File: src/rtl/stream_rr_arbiter.sv
// Round-robin arbiter that shares one valid/ready consumer channel among N_REQ
// producers. Each grant is limited to MAX_BURST beats. Accepted beats pass
// through a one-entry registered output stage.
module stream_rr_arbiter #(
  parameter int unsigned N_REQ     = 4,
  parameter int unsigned DATA_W    = 8,
  parameter int unsigned MAX_BURST = 4
) (
  input  logic                       clk,
  input  logic                       rst_n,
  input  logic [N_REQ-1:0]           req_valid,
  input  logic [N_REQ*DATA_W-1:0]    req_data,
  output logic [N_REQ-1:0]           req_ready,
  output logic                       out_valid,
  output logic [DATA_W-1:0]          out_data,
  input  logic                       out_ready,
  output logic [$clog2(N_REQ)-1:0]   grant_id,
  output logic                       busy
);

  localparam int unsigned IdW  = $clog2(N_REQ);
  localparam int unsigned CntW = (MAX_BURST > 1) ? $clog2(MAX_BURST) : 1;

  typedef enum logic [0:0] {StIdle, StGrant} state_e;

  state_e             state_q;
  logic [IdW-1:0]     rr_ptr_q;
  logic [IdW-1:0]     grant_id_q;
  logic [CntW-1:0]    beat_cnt_q;
  logic               out_valid_q;
  logic [DATA_W-1:0]  out_data_q;

  logic [IdW-1:0]     arb_idx;
  logic [IdW-1:0]     next_ptr;
  logic               any_req;
  logic               slot_free;
  logic               grant_valid;
  logic               accept;
  logic               burst_done;
  logic               grant_end;

  // Pick the first valid requester, searching upward from rr_ptr with wrap-around.
  always_comb begin
    logic found;
    found   = 1'b0;
    arb_idx = rr_ptr_q;
    for (int unsigned off = 0; off < N_REQ; off++) begin
      int unsigned idx;
      idx = 32'(rr_ptr_q) + off;
      if (idx >= N_REQ) idx = idx - N_REQ;
      if (!found && req_valid[idx[IdW-1:0]]) begin
        found   = 1'b1;
        arb_idx = idx[IdW-1:0];
      end
    end
  end

  // Handshake and grant-exit decode.
  always_comb begin
    any_req     = |req_valid;
    slot_free   = !out_valid_q || out_ready;
    grant_valid = req_valid[grant_id_q];
    accept      = (state_q == StGrant) && grant_valid && slot_free;
    burst_done  = accept && (beat_cnt_q == CntW'(MAX_BURST - 1));
    // Rotate when the burst is used up or when the owner has nothing to send.
    grant_end   = (state_q == StGrant) && (burst_done || (slot_free && !grant_valid));
    next_ptr    = (grant_id_q == IdW'(N_REQ - 1)) ? '0 : grant_id_q + 1'b1;
  end

  // Only the granted producer can see ready, and only when the output slot can take a beat.
  always_comb begin
    req_ready = '0;
    if (state_q == StGrant) req_ready[grant_id_q] = slot_free;
  end

  // Arbitration FSM plus the registered output stage.
  always_ff @(posedge clk or negedge rst_n) begin
    if (!rst_n) begin
      state_q     <= StIdle;
      rr_ptr_q    <= '0;
      grant_id_q  <= '0;
      beat_cnt_q  <= '0;
      out_valid_q <= 1'b0;
      out_data_q  <= '0;
    end else begin
      unique case (state_q)
        StIdle: begin
          if (any_req) begin
            grant_id_q <= arb_idx;
            beat_cnt_q <= '0;
            state_q    <= StGrant;
          end
        end
        StGrant: begin
          if (accept) beat_cnt_q <= beat_cnt_q + 1'b1;
          if (grant_end) begin
            rr_ptr_q <= next_ptr;
            state_q  <= StIdle;
          end
        end
        default: state_q <= StIdle;
      endcase

      // A drain and a new accept in the same cycle keep out_valid high.
      if (accept) begin
        out_valid_q <= 1'b1;
        out_data_q  <= req_data[grant_id_q*DATA_W +: DATA_W];
      end else if (out_ready) begin
        out_valid_q <= 1'b0;
      end
    end
  end

  assign out_valid = out_valid_q;
  assign out_data  = out_data_q;
  assign grant_id  = grant_id_q;
  assign busy      = (state_q == StGrant) || out_valid_q;

endmodule

File: config.mk
export PLATFORM = sky130hd
export DESIGN_NAME = stream_rr_arbiter
export DESIGN_NICKNAME = d
export VERILOG_FILES = /design/src/rtl/stream_rr_arbiter.sv
export SDC_FILE = /design/constraint.sdc
export NUM_CORES = 1
export LEC_CHECK = 0
export ABC_AREA = 0
export BUFFER_PORTS_ARGS = -buffer_cell sky130_fd_sc_hd__buf_2
export CORE_MARGIN = 10
export CORE_UTILIZATION = 41
export CTS_CLUSTER_SIZE = 16
export DETAILED_ROUTE_END_ITERATION = 12
export PLACE_DENSITY = 0.8
export SYNTH_ARGS = -nofsm -noshare
export SYNTH_HDL_FRONTEND = slang
export SYNTH_SLANG_ARGS = --single-unit
export TNS_END_PERCENT = 100
File: constraint.sdc
create_clock -name clk -period 1.9 [get_ports clk]
set_clock_uncertainty 0.2 [all_clocks]
set_input_delay 0 -clock clk [delete_from_list [all_inputs] [get_ports clk]]
set_output_delay 0 -clock clk [all_outputs]
set_load 0.01 [all_outputs]
-- Word level (Yosys, flattened, before mapping)
Cells that the tools add are included.
- $add $sub $neg: 9
- $lt $le $gt $ge: 10
- equality and inequality tests: 4
- shifts and indexed selects: 1
- multiplexer cells: 33
- bitwise logic cells: 2
- reduce and logical (&&, ||, !) cells: 22
- operators with widths (kind ; number):
    32-bit by 6-bit indexed part select with 8-bit output ; 1
    2-bit two-way mux ; 11
    2-bit by 3-bit less-than comparator with 1-bit output (second input constant) ; 5
    1-bit two-way mux ; 13
    1-bit binary-select mux with 2-bit select ; 5
    3-bit greater-or-equal comparator (second input constant) ; 3
    1-bit logical AND ; 9
    2-bit by 1-bit subtractor with 2-bit output (second input constant) ; 4
    2-bit by 2-bit adder with 3-bit output (second input constant) ; 2
    2-bit AND reduction ; 3
    1-bit logical NOT ; 5
    2-bit by 1-bit adder with 2-bit output (second input constant) ; 2
    4-bit AND ; 1
    2-bit == test (second input constant) ; 2
    4-bit two-way mux ; 1
    2-bit one-hot mux with 2 select lines ; 1
    4-bit OR reduction ; 1
    2-bit by 1-bit adder with 3-bit output (second input constant) ; 1
    2-bit by 3-bit greater-or-equal comparator with 1-bit output (second input constant) ; 1
    1-bit logical OR ; 3
    1-bit demux with 2-bit select ; 1
    2-bit by 1-bit greater-or-equal comparator with 1-bit output (second input constant) ; 1
    2-bit by 1-bit inequality test with 1-bit output (second input constant) ; 1
    2-bit inequality test (second input constant) ; 1
    other kinds (3) ; 3
- register bits: 16
- input bits: 39
- output and inout bits: 16
- word-level logic and storage cells: 87

-- Depth between registers and ports, before layout
Gate-level depths: netlist of run 1.
- depth after elaboration: 14
- gate-level depth with buffers: 6
- gate-level depth less buffers: 4

-- Least setup slack after synthesis of run 1
No wires, ideal clock.
- kind: flip-flop to flip-flop
- start: register grant_id_q[0] (netlist: grant_id[0])
- end: register out_data_q[2] (netlist: out_data[2])
- data arrival time: 1.626 ns
- required time: 1.575 ns
- setup slack: -0.052 ns
- cell stages (with the launch flop): 6
- buffers on the path: 2
- period minus slack after synthesis: 1.952 ns
- cells stage by stage: dfrtp_1 -> buf_6 -> mux4_2 -> nand3_2 -> buf_8 -> mux2_4
- longest elaborated chain between the ends: 4
- elaborated cells on any way between the ends: 5
- classes of those cells: shift (1); mux (2); reduce/logical (2)
- RTL lines (item ; line ; text):
    start, declared ; 28 ; logic [IdW-1:0] grant_id_q;
    start signal, assigned ; 89 ; grant_id_q <= arb_idx;
    branches (longest 4 deep; another with 32-bit by 6-bit indexed part select with 8-bit output) ; -- ;
    end signal, assigned ; 107 ; out_data_q <= req_data[grant_id_q*DATA_W +: DATA_W];
    end, declared ; 31 ; logic [DATA_W-1:0] out_data_q;
Several ways; the timed one is not identified. The select of a mux whose other input is x is not followed.
A chain may end at the register's enable or synchronous reset.

-- Worst setup path in the final report of run 1
- start: register grant_id_q[0] (netlist: grant_id[0])
- end: register out_data_q[5] (netlist: out_data[5])
Same word-level chain as after synthesis.

==> results.yml, run 1 <==
global_routing:
  grt_max_degree: 17
  grt_pass1_vias: 1279
  grt_overflow: 0
  grt_pass1_wl_um: 6670
  antenna_found_initial: 1
  grt_use_total_pct: 16.6
setup_path:
  arrival_ps: 1840
  path_class: "reg -> reg"
  r2r-start: "grant_id[0]"
  cp.required_ps: 1900
  ff2ff_path_depth: 3
  crit_path_start: "grant_id[0]"
  cp-start-kind: "flip-flop"
  endpoint_kind: "flip-flop"
  crit_fanout: 5
  regToRegSetupSlack_ps: 70
synthesis:
  avgSynthCellArea_um2: 12.3
  syn_nets: 134
  synth_common_cells: "16 x dfrtp_1, 8 x mux4_2, 7 x o21ai_0, 6 x mux2_4, 5 x ha_1"
  yosysSeqAreaShare_pct: 36.2
  netlist.area_leader.share_pct: 36.2
  syn_area_um2: 1100
  yosysMostFrequentCell: "dfrtp_1"
  synth_ff_type: "dfrtp_1"
  ys_types: 32
  syn_inst: 90
  synth_top_cell_by_area: "dfrtp_1"
  synth-edff-count: 0
  async_flop_share_pct: 100
  synth_area_leaders: "dfrtp_1 36%, mux4_2 16%, mux2_4 8.2%"
  ys_warn_count: 0
  ys_ff_latch: 16
layout:
  finalNetCount: 230
  fillCellCount: 168
  area_growth_pct: 68.5
  drive_gt1_share_pct: 45.9
clocking:
  path_clk_slew_ps: 110
  clkLatencyLatePin_ps: 300
  cts_max_path_buffers: 2
  cts.sinks: 16
  cts_root_buffer: "clkbuf_4"
  htreeDepth: 1
  tritoncts: "done"
  numCtsBuffers: 3
timing:
  finalCritPeriodShare_pct: 96.6
  min_period_ps: 1830
  setup_viol: 0
  timing.hold.ws_ps: 39.9
  tightest_slew_ps: 803
  hold_violations: 0
  rsz0062_at_grt: "yes"
  setup_tns_ps: 0
  slew_violations: 0
  fmax_mhz: 545
  maxSlewHeadroom_pct: 46.3
floorplan:
  die_h_um: 71.9
  die_w_um: 71.9
  fp-row-count: 18
  core_area_um2: 2520
  initial_core_util_pct: 43.8
  io_pins: 55
  die_area_um2: 5170
detailed_routing:
  routed_wl_um: 4420
  drcViolationCount: 0
  antenna_left: 0
  vias: 1152
  dr.first_iter.drc_count: 74
  vias_per_cell: 5.33
  wl_per_cell_um: 20.4
  dr.pass1.iters: 4
worst_hold_path:
  hp-class: "in -> reg"
  worstHoldStart: "req_valid[3]"
  hold_depth: 4
power:
  power_mw: 2.41
  p_per_area_nw_per_um2: 1290
  power_leakage_nw: 0.915
  vdd_ir_drop_max_mv: 0.993
status:
  status: "complete, no violations"
placed_design:
  port_buffers: 54
  gp_congestion: 0.788
  hpwlAfterDp_um: 2740
job:
  maxCapViolations: 0
[cell families after synthesis]
| family | after synthesis | share of synthesized area [%] |
|---|---|---|
| buf+inv | 12 | 6.34 |
| flops | 16 | 36.2 |
| fa+ha+maj | 5 | 5.66 |
| compound gates | 15 | 9.06 |
| simple gates | 22 | 11.0 |
| mux | 20 | 31.7 |
[worst max-delay path, cell delays in order, from the launching register on]
cell     delay, ps
dfrtp_1        430
mux4_2         600
nand3_2        200
mux2_4         310
[layout make-up]
type | count | area [um^2] | share of cell area, %
clock buffer | 4 | 36.3 | 1.95
inverter | 5 | 18.8 | 1.01
antenna | 1 | 2.50 | 0.134
sequential | 16 | 400 | 21.5
tap | 30 | 37.5 | 2.02
multi-input combinational | 63 | 663 | 35.6
timing repair buffer | 97 | 703 | 37.8
[registers in the layout, indices dropped and copies added, names as in the netlist]
| signal | count |
|---|---|
| state_q | 1 |
| beat_cnt_q | 2 |
| rr_ptr_q | 2 |
| out_data | 8 |
| out_valid | 1 |
| grant_id | 2 |
[cells in the final DEF (no fill, tap or decap), types with 2 or more instances in the layout]
cell           instances
a21oi_1                3
and3_1                 4
buf_2                 54
buf_4                  3
clkbuf_4               3
dfrtp_1               16
dlygate4sd3_1         39
ha_1                   5
inv_1                  4
mux2_4                 8
mux4_2                 8
nand2_1                4
nand2b_1               2
nand3_1                2
nor2_1                 2
nor2b_1                2
nor3_1                 2
o21ai_0                7
or2_2                  2
[routing by layer]
layer	share of wire (%)	track usage, %	wire [um]	vias to the layer above
met5	0	0	0	-
met1	33	16.4	1450	553
li1	-	-	-	531
met2	56	30.5	2480	52
met3	5.9	4.22	259	16
met4	5.2	10.1	228	0
[per-stage QoR]
step / util [%] / setup WS (ps) / cells / area (um^2)
floorplan: - / -51.6 / 90 / 1100
global placement: 54.9 / 85.2 / 170 / 1380
global route: 73.8 / -20.4 / 216 / 1860
detailed placement: 54.9 / 28.4 / 170 / 1380
CTS: 71.8 / 10.5 / 213 / 1810
finish: 73.8 / 65.3 / 216 / 1860
[power breakdown]
part	switching (mW)	internal, mW
Sequential	0.156	0.514
Clock	0.126	0.117
Combinational	0.690	0.803
[path summary, 6_finish.rpt]
check / end
worst max-delay path: out_data[5]
worst min-delay path: grant_id[1]
worst max register to register: out_data[5]
worst min register to register: out_data[1]
max in group asynchronous: beat_cnt_q[1]
min in group asynchronous: beat_cnt_q[0]
[timing repair]
item                                    CTS  global route
endpoints found under the setup margin    0            10
hold buffers                             39             1
hold endpoints to repair                 28             1
gates resized for setup                   0             7
setup buffers                             0             1
Note: power is estimated with default switching activity, not from simulation.
==> run 2: changes to the inputs <==
Settings changed: CORE_ASPECT_RATIO set to 0.8.
==> results.yml, run 2 (synthesis results as in run 1) <==
status:
  status: "complete, no violations"
power:
  p_per_area_nw_per_um2: 1280
  netSwitchingPower_mw: 0.944
  power_frac_seq_pct: 28.2
  power_mw: 2.38
  comb_power_share_pct: 62.0
  p_sw_share_pct: 39.7
  vdd_ir_drop_max_mv: 0.608
  power_leakage_nw: 0.909
  pwr-share-clk_pct: 9.8
  intPower_mw: 1.43
clocking:
  tritoncts: "done"
  path_clk_slew_ps: 100
  htreeDepth: 1
  numCtsBuffers: 3
  cts.sinks: 16
  cts_max_path_buffers: 2
  clkLatencyLatePin_ps: 290
  cts_root_buffer: "clkbuf_4"
setup_path:
  cp_cell_sequence: "mux4_2 > nand3_4 > mux2_4"
  cp-start-kind: "flip-flop"
  arrival_ps: 1820
  r2r_end: "out_data[0]"
  critPathMaxStageDelay_ps: 570
  regToRegSetupSlack_ps: 60
  worst-path-buf-inv: 0
  r2r-start: "grant_id[0]"
  cp.required_ps: 1880
  endpoint_kind: "flip-flop"
  crit_fanout: 11
  path_class: "reg -> reg"
  cp_top_family: "multiplexers"
  ff2ff_path_depth: 3
  crit_slowest_cell: "mux4_2"
timing:
  slew_violations: 0
  maxSlewHeadroom_pct: 51.3
  finalCritPeriodShare_pct: 96.9
  hold_violations: 0
  fmax_mhz: 543
  min_period_ps: 1840
  tightest_slew_ps: 728
  setup_viol: 0
  rsz0062_at_grt: "yes"
global_routing:
  grt_use_total_pct: 16.9
  grt_pass1_wl_um: 6860
  antenna_found_initial: 0
  grt_overflow: 0
  grt_max_degree: 17
  grt_pass1_vias: 1285
floorplan:
  die_h_um: 66.4
  core_area_um2: 2500
  die_w_um: 78.0
  fp-row-count: 16
  die_area_um2: 5180
  io_pins: 55
  initial_core_util_pct: 44.2
worst_hold_path:
  worstHoldStart: "req_data[8]"
  hold_depth: 3
  hp-class: "in -> reg"
  hold_end: "out_data[0]"
layout:
  fillCellCount: 153
  regArea_um2: 400
  finalNetCount: 229
  drive_gt1_share_pct: 46.7
  instances_no_fill: 220
  final_common_cell: "buf_2"
  largest_register_ff_count: 8
  final_cell_mix: "54 x buf_2, 38 x dlygate4sd3_1, 16 x dfrtp_1, 8 x mux4_2, 8 x mux2_4"
  multi_input_area_um2: 656
  area_growth_pct: 67.6
  antenna_cells: 0
detailed_routing:
  vias_per_cell: 5.28
  routed_wl_um: 4270
  wl_per_cell_um: 19.4
  antenna_left: 0
  dr.pass1.iters: 4
  dr.first_iter.drc_count: 60
  drcViolationCount: 0
  vias: 1161
job:
  maxCapViolations: 0
placed_design:
  port_buffers: 54
  gp_congestion: 0.784
  dp.cells: 176
  hpwlAfterDp_um: 2470
==> run 2: cell count changes in the layout (fill, tap and decap cells not counted) <==
cell / change
dlygate4sd3_1: -1
buf_12: -1
nor2_1: -1
nand3_2: -1
buf_8: +1
nor2_2: +1
diode_2: -1
buf_4: +1
==> run 2: tightest hold or removal path: cells and delay by family <==
| family | cells | cell delay (ps) |
|---|---|---|
| multiplexers | 2 | 390 |
| buffers and inverters | 1 | 90 |
==> run 2: timing repair <==
action	4_1_cts	5_1_grt
endpoints found under the hold margin	28	0
gates resized for setup	0	7
cloned	0	0
hold buffers	39	0
pin swaps	0	1
endpoints found under the setup margin	1	10
setup buffers	0	2
==> run 2: layer usage <==
metal | vias up | global-route usage [%] | part of all wire, %
met1 | 551 | 18.1 | 38
met3 | 18 | 3.80 | 6.3
met5 | - | 0 | 0
li1 | 526 | - | -
met2 | 66 | 30.1 | 51
met4 | 0 | 10.3 | 4.3
==> run 2: worst max path at each step <==
stage	startpoint	endpoint	slack (ps)	cells past startpoint
after global placement	grant_id[0]	out_data[1]	80	3
after CTS	grant_id[0]	rr_ptr_q[1]	-9	5
after global routing	grant_id[0]	rr_ptr_q[1]	-40	5
after floorplan	grant_id[0]	out_data[2]	-50	5
final	grant_id[0]	out_data[0]	60	3
after detailed placement	grant_id[0]	rr_ptr_q[1]	10	5
==> run 2: power by group through the flow <==
stage                     sequential, mW  clock [mW]  combinational, mW
final                              0.671       0.234               1.47
after global routing               0.695       0.253               1.60
after CTS                          0.647       0.234               1.36
after detailed placement           0.651           0               1.28
after global placement             0.643           0               1.24
after floorplan                    0.678           0              0.910
==> run 2: area by class of cell <==
cell class | count | share of cell area [%]
clock buffers | 4 | 1.96
inverters | 5 | 1.01
multi-input cells | 62 | 35.4
flip-flops and latches | 16 | 21.6
well taps | 36 | 2.43
repair buffers | 97 | 37.6
==> run 2: metrics by stage <==
step / hold slack, ps / worst slack, ps / setup TNS, ps / utilization, % / area, um^2
2_1_floorplan: -496 / -51.6 / -309 / - / 1100
3_3_place_gp: -273 / 79.9 / 0 / 55.6 / 1390
3_5_place_dp: -268 / 12.0 / 0 / 55.6 / 1390
4_1_cts: 4.75 / -9.37 / -9.37 / 72.7 / 1820
5_1_grt: 14.8 / -40.0 / -40.0 / 74.0 / 1850
6_report: 15.2 / 58.6 / 0 / 74.0 / 1850
